[config.mk]
export PLATFORM = sky130hd
export DESIGN_NAME = seq_divider
export DESIGN_NICKNAME = d
export VERILOG_FILES = /design/src/rtl/seq_divider.sv
export SDC_FILE = /design/constraint.sdc
export NUM_CORES = 1
export LEC_CHECK = 0
export BUFFER_PORTS_ARGS = -buffer_cell sky130_fd_sc_hd__buf_2
export CAP_MARGIN = 25
export CORE_UTILIZATION = 37
export DETAILED_ROUTE_END_ITERATION = 10
export GPL_ROUTABILITY_DRIVEN = 0
export HOLD_SLACK_MARGIN = 0.1
export PLACE_DENSITY_LB_ADDON = 0.05
export REMOVE_ABC_BUFFERS = 1
export SYNTH_ARGS = -nofsm -noshare
export SYNTH_HDL_FRONTEND = slang
export SYNTH_SLANG_ARGS = --single-unit
[constraint.sdc]
create_clock -name clk -period 2 [get_ports clk]
set_input_delay 0.2 -clock clk [delete_from_list [all_inputs] [get_ports clk]]
set_output_delay 0.2 -clock clk [all_outputs]
set_load 0.03 [all_outputs]
[src/rtl/seq_divider.sv]
// seq_divider: sequential restoring shift-subtract divider.
//   Produces one quotient bit per clock. A request is accepted in IDLE on
//   start; quotient/remainder/div_by_zero are registered in FIN, which also
//   raises a one-cycle done pulse. Results are held until the next FIN.
//
// Ports:
//   clk, rst_n         clock, asynchronous active-low reset
//   start              request, sampled only in IDLE (not in the done cycle)
//   dividend, divisor  WIDTH-bit operands, captured on accepted start
//   busy               high while the shift-subtract loop runs
//   done               one-cycle pulse, results valid from this cycle on
//   quotient/remainder WIDTH-bit results
//   div_by_zero        set with done when the captured divisor was zero
//
// Optional feature: define SEQ_DIV_SIGNED_EN for two's-complement operands
// (magnitudes run through the same loop, signs are fixed up in FIN).
module seq_divider #(
    parameter int WIDTH = 16
) (
    input  logic             clk,
    input  logic             rst_n,
    input  logic             start,
    input  logic [WIDTH-1:0] dividend,
    input  logic [WIDTH-1:0] divisor,
    output logic             busy,
    output logic             done,
    output logic [WIDTH-1:0] quotient,
    output logic [WIDTH-1:0] remainder,
    output logic             div_by_zero
);
    localparam int CW = $clog2(WIDTH + 1);

    typedef enum logic [1:0] {IDLE, CALC, FIN} state_e;

    state_e           state_q, state_d;
    logic [CW-1:0]    cnt_q, cnt_d;
    logic [WIDTH-1:0] rem_q, rem_d;     // partial remainder (always < divisor)
    logic [WIDTH-1:0] quo_q, quo_d;     // dividend shifting out, quotient in
    logic [WIDTH-1:0] dvs_q, dvs_d;
    logic             zero_q, zero_d;
    logic             busy_q, busy_d;
    logic             done_q, done_d;
    logic [WIDTH-1:0] quot_q, quot_d;
    logic [WIDTH-1:0] rmdr_q, rmdr_d;
    logic             dbz_q, dbz_d;

    // One extra bit on the shifted remainder keeps the compare exact.
    logic [WIDTH:0]   shifted;
    logic             accept;
    logic [WIDTH-1:0] a_mag, b_mag, q_fix, r_fix, a_fix;

    assign shifted = {rem_q, quo_q[WIDTH-1]};
    // The done cycle is already IDLE; a start there must not be taken.
    assign accept  = (state_q == IDLE) && start && !done_q;

`ifdef SEQ_DIV_SIGNED_EN
    logic qneg_q, qneg_d, rneg_q, rneg_d;

    assign a_mag = dividend[WIDTH-1] ? -dividend : dividend;
    assign b_mag = divisor[WIDTH-1]  ? -divisor  : divisor;
    assign q_fix = qneg_q ? -quo_q : quo_q;
    assign r_fix = rneg_q ? -rem_q : rem_q;
    // On divide-by-zero quo_q still holds |dividend|; re-signing restores it.
    assign a_fix = rneg_q ? -quo_q : quo_q;

    always_comb begin
        qneg_d = qneg_q;
        rneg_d = rneg_q;
        if (accept) begin
            qneg_d = dividend[WIDTH-1] ^ divisor[WIDTH-1];
            rneg_d = dividend[WIDTH-1];
        end
    end

    always_ff @(posedge clk or negedge rst_n) begin
        if (!rst_n) begin
            qneg_q <= 1'b0;
            rneg_q <= 1'b0;
        end else begin
            qneg_q <= qneg_d;
            rneg_q <= rneg_d;
        end
    end
`else
    assign a_mag = dividend;
    assign b_mag = divisor;
    assign q_fix = quo_q;
    assign r_fix = rem_q;
    assign a_fix = quo_q;
`endif

    always_comb begin
        state_d = state_q;
        cnt_d   = cnt_q;
        rem_d   = rem_q;
        quo_d   = quo_q;
        dvs_d   = dvs_q;
        zero_d  = zero_q;
        done_d  = 1'b0;
        quot_d  = quot_q;
        rmdr_d  = rmdr_q;
        dbz_d   = dbz_q;
        case (state_q)
            IDLE: begin
                if (accept) begin
                    quo_d  = a_mag;
                    dvs_d  = b_mag;
                    rem_d  = '0;
                    zero_d = (divisor == '0);
                    if (divisor == '0) begin
                        cnt_d   = '0;
                        state_d = FIN;
                    end else begin
                        cnt_d   = CW'(WIDTH);
                        state_d = CALC;
                    end
                end
            end
            CALC: begin
                if (shifted >= {1'b0, dvs_q}) begin
                    // True difference is < divisor, so WIDTH bits hold it.
                    rem_d = shifted[WIDTH-1:0] - dvs_q;
                    quo_d = {quo_q[WIDTH-2:0], 1'b1};
                end else begin
                    rem_d = shifted[WIDTH-1:0];
                    quo_d = {quo_q[WIDTH-2:0], 1'b0};
                end
                cnt_d = cnt_q - CW'(1);
                if (cnt_q == CW'(1)) state_d = FIN;
            end
            FIN: begin
                done_d  = 1'b1;
                dbz_d   = zero_q;
                if (zero_q) begin
                    quot_d = '1;
                    rmdr_d = a_fix;
                end else begin
                    quot_d = q_fix;
                    rmdr_d = r_fix;
                end
                state_d = IDLE;
            end
            default: state_d = IDLE;
        endcase
        busy_d = (state_d == CALC);
    end

    always_ff @(posedge clk or negedge rst_n) begin
        if (!rst_n) begin
            state_q <= IDLE;
            cnt_q   <= '0;
            rem_q   <= '0;
            quo_q   <= '0;
            dvs_q   <= '0;
            zero_q  <= 1'b0;
            busy_q  <= 1'b0;
            done_q  <= 1'b0;
            quot_q  <= '0;
            rmdr_q  <= '0;
            dbz_q   <= 1'b0;
        end else begin
            state_q <= state_d;
            cnt_q   <= cnt_d;
            rem_q   <= rem_d;
            quo_q   <= quo_d;
            dvs_q   <= dvs_d;
            zero_q  <= zero_d;
            busy_q  <= busy_d;
            done_q  <= done_d;
            quot_q  <= quot_d;
            rmdr_q  <= rmdr_d;
            dbz_q   <= dbz_d;
        end
    end

    assign busy        = busy_q;
    assign done        = done_q;
    assign quotient    = quot_q;
    assign remainder   = rmdr_q;
    assign div_by_zero = dbz_q;

endmodule
* Yosys cells after proc, flatten, opt, wreduce, memory -nomap -nowiden
Cells that the tools add are included.
** Storage, ports and cells
- Register bits after elaboration :: 91
- Bits of input ports :: 35
- Output and inout bits :: 35
- Word-level logic and storage cells :: 43
** Operators by class
- $add $sub $neg :: 2
- Magnitude comparators :: 1
- Eq/ne operators :: 5
- Muxes and demuxes :: 16
- Reductions and logical operators :: 8
** Operator list (count)
- 2-to-1 mux 16 bit :: 5
- one-hot mux 16 bit (2 select lines) :: 2
- greater-or-equal comparator 17 x 16 -> 1 bit :: 1
- zero test 16 bit :: 1
- subtractor 16 bit :: 1
- 2-to-1 mux 5 bit :: 2
- one-hot mux 5 bit (2 select lines) :: 1
- 2-to-1 mux 2 bit :: 3
- == test 5 x 1 -> 1 bit, second input constant :: 1
- subtractor 5 x 1 -> 5 bit, second input constant :: 1
- == test 2 x 1 -> 1 bit, second input constant :: 2
- one-hot mux 2 bit (2 select lines) :: 1
- AND reduction 2 bit :: 2
- == test 2 bit, second input constant :: 1
- logical AND 1 bit :: 2
- zero test 2 bit :: 1
- 2-to-1 mux 1 bit :: 2
- inequality test 2 bit, second input constant :: 1
- nonzero test 2 bit :: 1
- zero test 1 bit :: 1

* Logic depth before layout (Yosys ltp)
Gate-level depths: netlist of run 1.
- Depth after elaboration :: 6
- Depth in mapped cells :: 10
- Depth with buffers taken out :: 9

* Least setup slack after synthesis of run 1
No wires, ideal clock.
- Path kind :: reg2reg
- From :: reg rem_q[11] (netlist: r_fix[11])
- To :: reg rem_q[1] (netlist: r_fix[1])
- Setup time :: 126 ps
- Data arrival time :: 2108 ps
- Slack :: -234 ps
- Cell stages (with the launch flop) :: 10
- Path buffers :: 2
- Period minus slack after synthesis :: 2234 ps
- Cell sequence :: dfrtp_1 -> ha_1 -> buf_2 -> a21oi_2 -> o21ai_0 -> a221oi_4 -> and2_4 -> buf_4 -> o21ai_0 -> o2bb2ai_1
** Between the ends
- Cells in the longest elaborated chain, start to end :: 3
** RTL lines
- start: declaration :: line 37 : logic [WIDTH-1:0] rem_q, rem_d;
- start signal: assignment :: line 164 : rem_q <= rem_d;
- greater-or-equal comparator 17 x 16 -> 1 bit :: line 120 : if (shifted >= {1'b0, dvs_q}) begin
- 2-to-1 mux 16 bit :: line 120
- one-hot mux 16 bit (2 select lines) :: line 103 : case (state_q)
No other way between the ends.
A chain may end at the register's enable or synchronous reset.

* Worst setup path in the final report of run 1
- From :: reg dvs_q[6]
- To :: reg rem_q[12] (netlist: r_fix[12])
** Between the ends
- Cells in the longest elaborated chain, start to end :: 3
- Elaborated cells between the ends (all ways) :: 4
** RTL lines
- start: declaration :: line 39 : logic [WIDTH-1:0] dvs_q, dvs_d;
- start signal: assignment :: line 166 : dvs_q <= dvs_d;
- subtractor 16 bit / greater-or-equal comparator 17 x 16 -> 1 bit (equally long branches) :: line 122, 120
- 2-to-1 mux 16 bit * :: line 120
- one-hot mux 16 bit (2 select lines) * :: line 103
Every way passes the cells marked *; elsewhere a longest branch is shown, timed or not.

==> flow_metrics.env, run 1 <==
export IMPL_ys_seq_area_frac=0.469
export IMPL_cts_buffers=9
export IMPL_clockRootBuffer="clkbuf_16"
export IMPL_final_layout_size_suffix_gt1_frac=0.314
export IMPL_initial_core_util=0.381
export IMPL_max_vdd_ir_drop_uv=696
export IMPL_outcome="finished with violations"
export IMPL_grt_ovfl_total=0
export IMPL_coreArea_mm2=0.0127
export IMPL_top_usage_layer="met2"
export IMPL_holdWs_ns=0.110
export IMPL_worst_setup_path_type="flop to flop"
export IMPL_placed_area_mm2=0.00599
export IMPL_timing_final_ws_setup_ns=-0.150
export IMPL_via_count=4496
export IMPL_maxCapViolCount=0
export IMPL_final_cell_count_no_fill=891
export IMPL_die_w_um=117
export IMPL_placementRows=41
export IMPL_dp_hpwl_um=9420
export IMPL_synth_seq_cells=91
export IMPL_pin_count=70
export IMPL_synth_edf_count=0
export IMPL_grt_antenna_before_repair=0
export IMPL_synth_distinct_cells=57
export IMPL_drc=0
export IMPL_clk_latency_ns=0.35
export IMPL_cp_end_kind="flop"
export IMPL_rsz0062_at_grt="yes"
export IMPL_cts_sinks=91
export IMPL_finalSetupViolCount=17
export IMPL_grtUsageMet3=0.0285
export IMPL_antenna_cells=0
export IMPL_crit_fanout=6
export IMPL_tightest_slew_ns=0.549
export IMPL_grt_use_met1=0.297
export IMPL_wl_per_cell_um=15.1
export IMPL_die_h_um=117
export IMPL_leakagePower_nw=3.19
export IMPL_maxSlewViolCount=0
export IMPL_area_delta_synth_final_pct=40.8
export IMPL_htree_levels=3
export IMPL_start_kind="flop"
export IMPL_wl_um=13400
export IMPL_avgSynthCellArea_um2=8.89
export IMPL_netlist_area_mm2=0.00485
export IMPL_crit_arrival_ns=2.42
export IMPL_num_nets_final=769
export IMPL_period_needed_ns=2.15
export IMPL_grt_pass1_vias=4304
export IMPL_relSlewSlack=0.634
export IMPL_postRouteAntennaNets=0
export IMPL_finalHoldViolations=0
export IMPL_post_route_period_util=1.07
export IMPL_fillCellCount=1228
export IMPL_violations="setup timing"
export IMPL_fin_area_mm2=0.00683
export IMPL_grt_use_met2=0.332
export IMPL_tns_ns=-1.82
export IMPL_globalRouteTotalUtil=0.213
export IMPL_clk_path_buf_depth=2
export IMPL_cts_tree="yes"
export IMPL_firstDrtPassIters=4
export IMPL_max_freq_ghz=0.465
export IMPL_yosysWarnings=0
export IMPL_drt_initial_drc_count=178
export IMPL_synth_cells=546
export IMPL_p_per_area_mw_per_mm2=2110
export IMPL_required_ns=2.27
export IMPL_placed_cells=843
export IMPL_via_per_inst=5.05
export IMPL_grt_max_degree=56
export IMPL_clk_pin_slew_ns=0.07
export IMPL_min_path_type="input port to flop"
export IMPL_synth_async_reset_ratio=1.00
export IMPL_port_buffers=69
export IMPL_skew_ns=0.00871
export IMPL_dieArea_mm2=0.0136
export IMPL_synth_ff_type="dfrtp_1"
export IMPL_grt_pass1_wl_um=21800
worst max-delay path, stage by stage (launching register included):
cell	delay [ns]
dfrtp_1	0.37
inv_2	0.08
ha_4	0.20
a21o_1	0.18
a31o_4	0.26
a221oi_4	0.40
and2_4	0.28
buf_6	0.11
a32oi_1	0.08
o21ai_1	0.09
worst paths after layout:
path,startpoint,end,slack [ns],depth (start not counted)
hold reg to reg,quotient[8]$_DFFE_PN0P_,quotient[8]$_DFFE_PN0P_,0.47,2
setup reg to reg,dvs_q[6]$_DFFE_PN0P_,r_fix[12]$_DFFE_PN0P_,-0.15,9
min in group asynchronous,rst_n,quotient[2]$_DFFE_PN0P_,0.27,2
setup / recovery,dvs_q[6]$_DFFE_PN0P_,r_fix[12]$_DFFE_PN0P_,-0.15,9
hold / removal,dividend[11],a_fix[11]$_DFFE_PN0P_,0.11,3
max in group asynchronous,rst_n,r_fix[9]$_DFFE_PN0P_,1.16,3
layer usage:
metal,wire length (um),vias up
met5,0,-
met4,258,0
met3,514,16
met2,5850,97
met1,6800,2132
li1,-,2251
cells in the final DEF, fill, tap and decap left out, types with 6 or more instances in the layout:
cell type and instances:
ha_4 11, a21o_1 6, nand2_1 103, nor2_1 45
buf_4 87, a32oi_1 6, a21oi_1 20, a21oi_2 8
dfrtp_1 90, a31oi_1 14, buf_2 68, nand3_1 10
clkbuf_16 9, mux2i_1 22, ha_1 7, dlygate4sd3_1 24
o21ai_1 10, o21ai_0 62, inv_1 19
registers in the layout, summed over array words and instances (netlist names):
| name | count |
|---|---|
| zero_q | 1 |
| dvs_q | 16 |
| cnt_q | 5 |
| state_q | 2 |
| quotient | 16 |
| r_fix | 16 |
| busy | 1 |
| remainder | 16 |
| done | 1 |
| div_by_zero | 1 |
| a_fix | 16 |
cell usage after synthesis (all sizes together) (6+ instances only):
| cell | instances | share of area |
|---|---|---|
| inv | 24 | 0.019 |
| a32oi | 6 | 0.011 |
| nand2 | 107 | 0.084 |
| mux2i | 22 | 0.045 |
| a21oi | 28 | 0.030 |
| dfrtp | 91 | 0.47 |
| a31oi | 14 | 0.018 |
| o21ai | 72 | 0.074 |
| nor2 | 45 | 0.035 |
| a21o | 6 | 0.0093 |
| nand3 | 13 | 0.013 |
| ha | 18 | 0.046 |
| clkbuf | 25 | 0.019 |
repair_timing:
action                     4_1_cts  5_1_grt
gates cloned                     1        0
setup endpoints to repair       17       17
resized for setup               46       10
pin swaps                       20        7
hold endpoints to repair       114        0
buffers inserted                 4        4
hold buffers                    24        0
power breakdown:
group | switching (mW) | internal (mW)
sequential | 0.611 | 2.74
combinational | 5.01 | 4.43
clock | 0.747 | 0.874
metrics by stage:
step                utilization  power, mW  setup WS [ns]
finish                    0.537       14.4         -0.150
global route              0.537       15.6         -0.262
CTS                       0.531       14.1         -0.122
detailed placement        0.471       11.6         -0.230
global placement          0.470       11.5         -0.242
floorplan                     -       8.27          -1.76
cell type report:
type | instances | area (um2) | area share
flip-flops and latches | 91 | 2280 | 0.333
clock inverters | 5 | 38.8 | 0.00568
well taps | 172 | 215 | 0.0315
clock buffers | 10 | 239 | 0.0350
repair buffers | 187 | 1350 | 0.198
multi-input cells | 402 | 2620 | 0.384
inverters | 24 | 90.1 | 0.0132
logic make-up after synthesis:
family | Yosys count | share of synthesized area
simple gates | 196 | 0.178
flops | 91 | 0.469
xor+xnor | 8 | 0.0144
compound gates | 155 | 0.197
buf+inv | 54 | 0.0431
fa+ha+maj | 19 | 0.0505
mux | 23 | 0.0477
Power figures use the tool's default switching activity.
==> run 2, diff against run 1 <==
- CORE_MARGIN: not set -> 2
- RECOVER_POWER: not set -> 25
==> run 2 against run 1 <==
Net effect: the flow still finishes with violations (setup timing); critical path depth fell by 1; non-clock buffer count rose by 6; core utilization is 1.5 points higher; register-to-register slack about the same; first-iteration DRC count grew 63%; worst hold slack lost 0.0065 ns; global-route usage is 0.94 points lower; final cell count rose by 0.79%; via count rose by 0.69%; die area up 3.5%; highest routed layer unchanged.
==> flow_metrics.env, run 2 (synthesized netlist as in run 1, its figures left out) <==
export IMPL_outcome="finished with violations"
export IMPL_violations="setup timing"
export IMPL_cpMaxStageDelayCell="dfrtp_1"
export IMPL_min_path_type="input port to flop"
export IMPL_start_kind="flop"
export IMPL_initial_core_util=0.381
export IMPL_p_sw_frac=0.436
export IMPL_num_nets_final=775
export IMPL_crit_family="compound AO/OA/AOI/OAI gates"
export IMPL_grt_max_degree=54
export IMPL_tightest_slew_ns=0.937
export IMPL_cts_buffers=9
export IMPL_skew_ns=0.00568
export IMPL_worstPathCellList="inv_2 -> ha_4 -> a21o_1 -> a31o_4 -> a221oi_4 -> buf_4 -> a21oi_4 -> a221o_1"
export IMPL_firstDrtPassIters=4
export IMPL_finalHoldViolations=0
export IMPL_cp_end_kind="flop"
export IMPL_globalRouteTotalUtil=0.204
export IMPL_coreArea_mm2=0.0127
export IMPL_grt_ovfl_total=0
export IMPL_finalSetupViolCount=17
export IMPL_tns_ns=-1.41
export IMPL_via_count=4527
export IMPL_rsz0062_at_grt="yes"
export IMPL_final_layout_size_suffix_gt1_frac=0.342
export IMPL_period_needed_ns=2.14
export IMPL_wl_um=13900
export IMPL_worst_setup_path_type="flop to flop"
export IMPL_place_ws_ns=-0.241
export IMPL_postRouteAntennaNets=0
export IMPL_fin_util=0.552
export IMPL_max_freq_ghz=0.467
export IMPL_clk_latency_ns=0.35
export IMPL_total_power_mw=15.4
export IMPL_max_vdd_ir_drop_uv=848
export IMPL_crit_arrival_ns=2.37
export IMPL_antenna_cells=0
export IMPL_placementRows=41
export IMPL_timing_final_ws_setup_ns=-0.140
export IMPL_dp_hpwl_um=9850
export IMPL_grt_use_met1=0.292
export IMPL_grt_antenna_before_repair=0
export IMPL_cts_sinks=91
export IMPL_die_w_um=119
export IMPL_maxSlewViolCount=0
export IMPL_cts_tree="yes"
export IMPL_p_per_area_mw_per_mm2=2190
export IMPL_placed_area_mm2=0.00599
export IMPL_clk_path_buf_depth=2
export IMPL_top_usage_layer="met2"
export IMPL_post_route_period_util=1.07
export IMPL_maxCapViolCount=0
export IMPL_slowest_delay_ns=0.37
export IMPL_layout_cells_most_common="nand2_1"
export IMPL_p_clk_frac=0.125
export IMPL_fillCellCount=1195
export IMPL_fin_area_mm2=0.00703
export IMPL_final_cell_mix="nand2_1 (103), buf_4 (95), dfrtp_1 (90)"
export IMPL_required_ns=2.23
export IMPL_p_switching_mw=6.72
export IMPL_grt_use_met2=0.311
export IMPL_pwr_share_seq=0.217
export IMPL_grt_pass1_wl_um=22800
export IMPL_drc=0
export IMPL_die_h_um=119
export IMPL_via_per_inst=5.04
export IMPL_critPathBufInv=2
export IMPL_leakagePower_nw=3.27
export IMPL_drt_initial_drc_count=291
export IMPL_dieArea_mm2=0.0140
export IMPL_relSlewSlack=0.375
export IMPL_grt_pass1_vias=4491
export IMPL_clk_pin_slew_ns=0.07
export IMPL_port_buffers=69
export IMPL_pin_count=70
export IMPL_clockRootBuffer="clkbuf_16"
export IMPL_htree_levels=3
export IMPL_grtUsageMet3=0.0410
export IMPL_wl_per_cell_um=15.5
export IMPL_crit_fanout=5
export IMPL_combPwrFrac=0.657
export IMPL_area_delta_synth_final_pct=44.8
export IMPL_p_int_mw=8.70
==> run 2: area by class of cell <==
cell class,instances,area [um2],share of cell area
multi-input combinational,402,2740,0.390
sequential,91,2280,0.324
timing repair buffer,193,1360,0.194
clock buffer,13,270,0.0385
tap,172,215,0.0306
inverter,24,90.1,0.0128
clock inverter,3,68.8,0.00979
==> run 2: metal layers <==
metal  wire length, um  vias to the layer above  share of wire
li1                  -                     2274              -
met1              7020                     2140           0.50
met2              6220                       98           0.45
met3               491                       15          0.035
met4               214                        0          0.015
met5                 0                        -              0
==> run 2: worst paths after layout <==
| path | start | to | slack, ns | cells after the start |
|---|---|---|---|---|
| worst min-delay path | dividend[6] | a_fix[6]$_DFFE_PN0P_ | 0.10 | 3 |
| worst max register to register | dvs_q[6]$_DFFE_PN0P_ | a_fix[0]$_DFFE_PN0P_ | -0.14 | 8 |
| worst max-delay path | dvs_q[6]$_DFFE_PN0P_ | a_fix[0]$_DFFE_PN0P_ | -0.14 | 8 |
| worst min register to register | quotient[2]$_DFFE_PN0P_ | quotient[2]$_DFFE_PN0P_ | 0.47 | 2 |
| min in group asynchronous | rst_n | quotient[3]$_DFFE_PN0P_ | 0.50 | 2 |
| max in group asynchronous | rst_n | r_fix[9]$_DFFE_PN0P_ | 0.11 | 3 |
==> run 2: worst register-to-register path, delay by kind of cell (launching register included) <==
kind	cells	cell delay [ns]
compound gates	5	1.17
flops	1	0.37
buf+inv	2	0.29
fa+ha+maj	1	0.20
==> run 2: through the flow <==
stage / hold slack, ns / std cells
global route: 0.108 / 898
CTS: 0.102 / 892
global placement: 0.0846 / 845
detailed placement: 0.0902 / 845
finish: 0.103 / 898
floorplan: -0.0956 / 516
==> run 2: repair_timing <==
action	4_1_cts	5_1_grt
hold buffers	22	0
setup endpoints to repair	17	17
hold endpoints to repair	86	0
buffers inserted	9	7
pin swaps	23	33
resized for setup	44	39
gates cloned	1	0
==> run 2: power groups by stage <==
stage	Sequential [mW]	Clock (mW)	Combinational, mW
global route	3.47	2.06	11.0
global placement	3.30	0	8.16
finish	3.35	1.93	10.1
CTS	3.32	1.97	9.27
detailed placement	3.32	0	8.25
floorplan	3.91	0	4.36
==> run 3, diff against run 2 <==
- CELL_PAD_IN_SITES_DETAIL_PLACEMENT: not set -> 1
- CELL_PAD_IN_SITES_GLOBAL_PLACEMENT: not set -> 1
==> run 3 against run 2 <==
Net effect: the run still ends with setup timing left; first-iteration DRC count is 10% lower; fmax shrank 7.4%; final area is 0.77% higher; critical path depth up 2; sequential share of layout area is 0.23 points lower; critical endpoint is now r_fix[14]$_DFFE_PN0P_.
==> flow_metrics.env, run 3 (synthesized netlist as in run 1, its figures left out) <==
export IMPL_outcome="finished with violations"
export IMPL_violations="setup timing"
export IMPL_pin_count=70
export IMPL_die_w_um=119
export IMPL_required_ns=2.22
export IMPL_grt_max_degree=53
export IMPL_maxSlewViolCount=0
export IMPL_cts_tree="yes"
export IMPL_grt_pass1_wl_um=26100
export IMPL_globalRouteTotalUtil=0.237
export IMPL_die_h_um=119
export IMPL_antenna_cells=0
export IMPL_hold_path_startpoint="dividend[5]"
export IMPL_dp_hpwl_um=10600
export IMPL_coreArea_mm2=0.0127
export IMPL_grt_pass1_vias=5018
export IMPL_r2r_start="a_fix[15]$_DFFE_PN0P_"
export IMPL_clk_latency_ns=0.35
export IMPL_crit_fanout=3
export IMPL_place_ws_ns=-0.280
export IMPL_clk_path_buf_depth=2
export IMPL_period_needed_ns=2.31
export IMPL_relSlewSlack=0.301
export IMPL_crit_arrival_ns=2.53
export IMPL_initial_core_util=0.381
export IMPL_grt_antenna_before_repair=0
export IMPL_clk_pin_slew_ns=0.07
export IMPL_skew_ns=0.00981
export IMPL_via_count=4675
export IMPL_maxCapViolCount=0
export IMPL_cts_sinks=91
export IMPL_reg2regPathDepth=10
export IMPL_tns_ns=-3.32
export IMPL_hold_depth=3
export IMPL_crit_start="a_fix[15]$_DFFE_PN0P_"
export IMPL_wl_per_cell_um=18.5
export IMPL_start_kind="flop"
export IMPL_final_cell_mix="nand2_1 (104), dfrtp_1 (89), buf_4 (89)"
export IMPL_dieArea_mm2=0.0140
export IMPL_finalSetupViolCount=17
export IMPL_holdWs_ns=0.104
export IMPL_grt_ovfl_total=0
export IMPL_wl_um=16600
export IMPL_firstDrtPassIters=4
export IMPL_tightest_slew_ns=1.05
export IMPL_drc=0
export IMPL_port_buffers=69
export IMPL_drt_initial_drc_count=262
export IMPL_final_cell_count_no_fill=897
export IMPL_final_layout_size_suffix_gt1_frac=0.354
export IMPL_postRouteAntennaNets=0
export IMPL_num_nets_final=775
export IMPL_via_per_inst=5.21
export IMPL_worst_setup_path_type="flop to flop"
export IMPL_htree_levels=3
export IMPL_timing_final_ws_setup_ns=-0.312
export IMPL_placed_cells=841
export IMPL_cp_end_kind="flop"
export IMPL_placementRows=41
export IMPL_post_route_period_util=1.16
export IMPL_finalHoldViolations=0
export IMPL_clockRootBuffer="clkbuf_16"
export IMPL_min_path_type="input port to flop"
export IMPL_rsz0062_at_grt="yes"
export IMPL_cts_buffers=9
export IMPL_max_freq_ghz=0.432
export IMPL_area_delta_synth_final_pct=46.0
export IMPL_layout_cells_most_common="nand2_1"
==> run 3: cell count changes in the layout (fill, tap and decap cells not counted), sizes merged <==
cell,delta
buf,+4
inv,+1
clkbuf,-1
dlygate4sd3,-5
==> run 3: final timing paths <==
kind,slack (ns),end
setup / recovery,-0.31,r_fix[14]$_DFFE_PN0P_
hold / removal,0.10,a_fix[5]$_DFFE_PN0P_
setup reg to reg,-0.31,r_fix[14]$_DFFE_PN0P_
hold reg to reg,0.47,quotient[8]$_DFFE_PN0P_
max in group asynchronous,0.24,a_fix[0]$_DFFE_PN0P_
min in group asynchronous,0.58,quotient[3]$_DFFE_PN0P_
==> run 3: routing by layer <==
layer / vias up / share of wire / track usage
li1: 2256 / - / -
met1: 2286 / 0.46 / 0.318
met2: 106 / 0.47 / 0.391
met3: 27 / 0.037 / 0.0275
met4: 0 / 0.026 / 0.0967
met5: - / 0 / 0
==> run 3: per-stage QoR <==
step / cell area, um2 / util
after floorplan: 4730 / -
after global placement: 5980 / 0.470
after detailed placement: 5990 / 0.471
after CTS: 6910 / 0.543
after global routing: 7080 / 0.557
final: 7080 / 0.557
==> run 3: cell type report <==
class                           instances  area, um2
Multi-Input combinational cell        402       2750
Clock inverter                          4       73.8
Sequential cell                        91       2280
Inverter                               24       90.1
Timing Repair Buffer                  193       1430
Tap cell                              172        215
Fill cell                            1480       5640
Clock buffer                           11        243
==> run 3: what timing repair did <==
item	CTS	global route
hold endpoints to repair	50	0
hold buffers	17	0
setup endpoints to repair	17	17
setup buffers	18	6
pin swaps	39	19
cloned	1	0
gates resized for setup	64	26
==> run 3: worst max-delay path, cell delays in order, from the launching register on <==
cell and delay (ns):
dfrtp_1 0.40, inv_2 0.08, ha_4 0.14, fa_2 0.24, nor2b_4 0.05, o31a_1 0.27, o21a_1 0.21, a221oi_2 0.25
buf_4 0.16, mux2i_2 0.26, nand2_1 0.11
Power of run 3 is not shown: default switching activity piles up to over one toggle a cycle in this logic, so the estimate is an artifact.
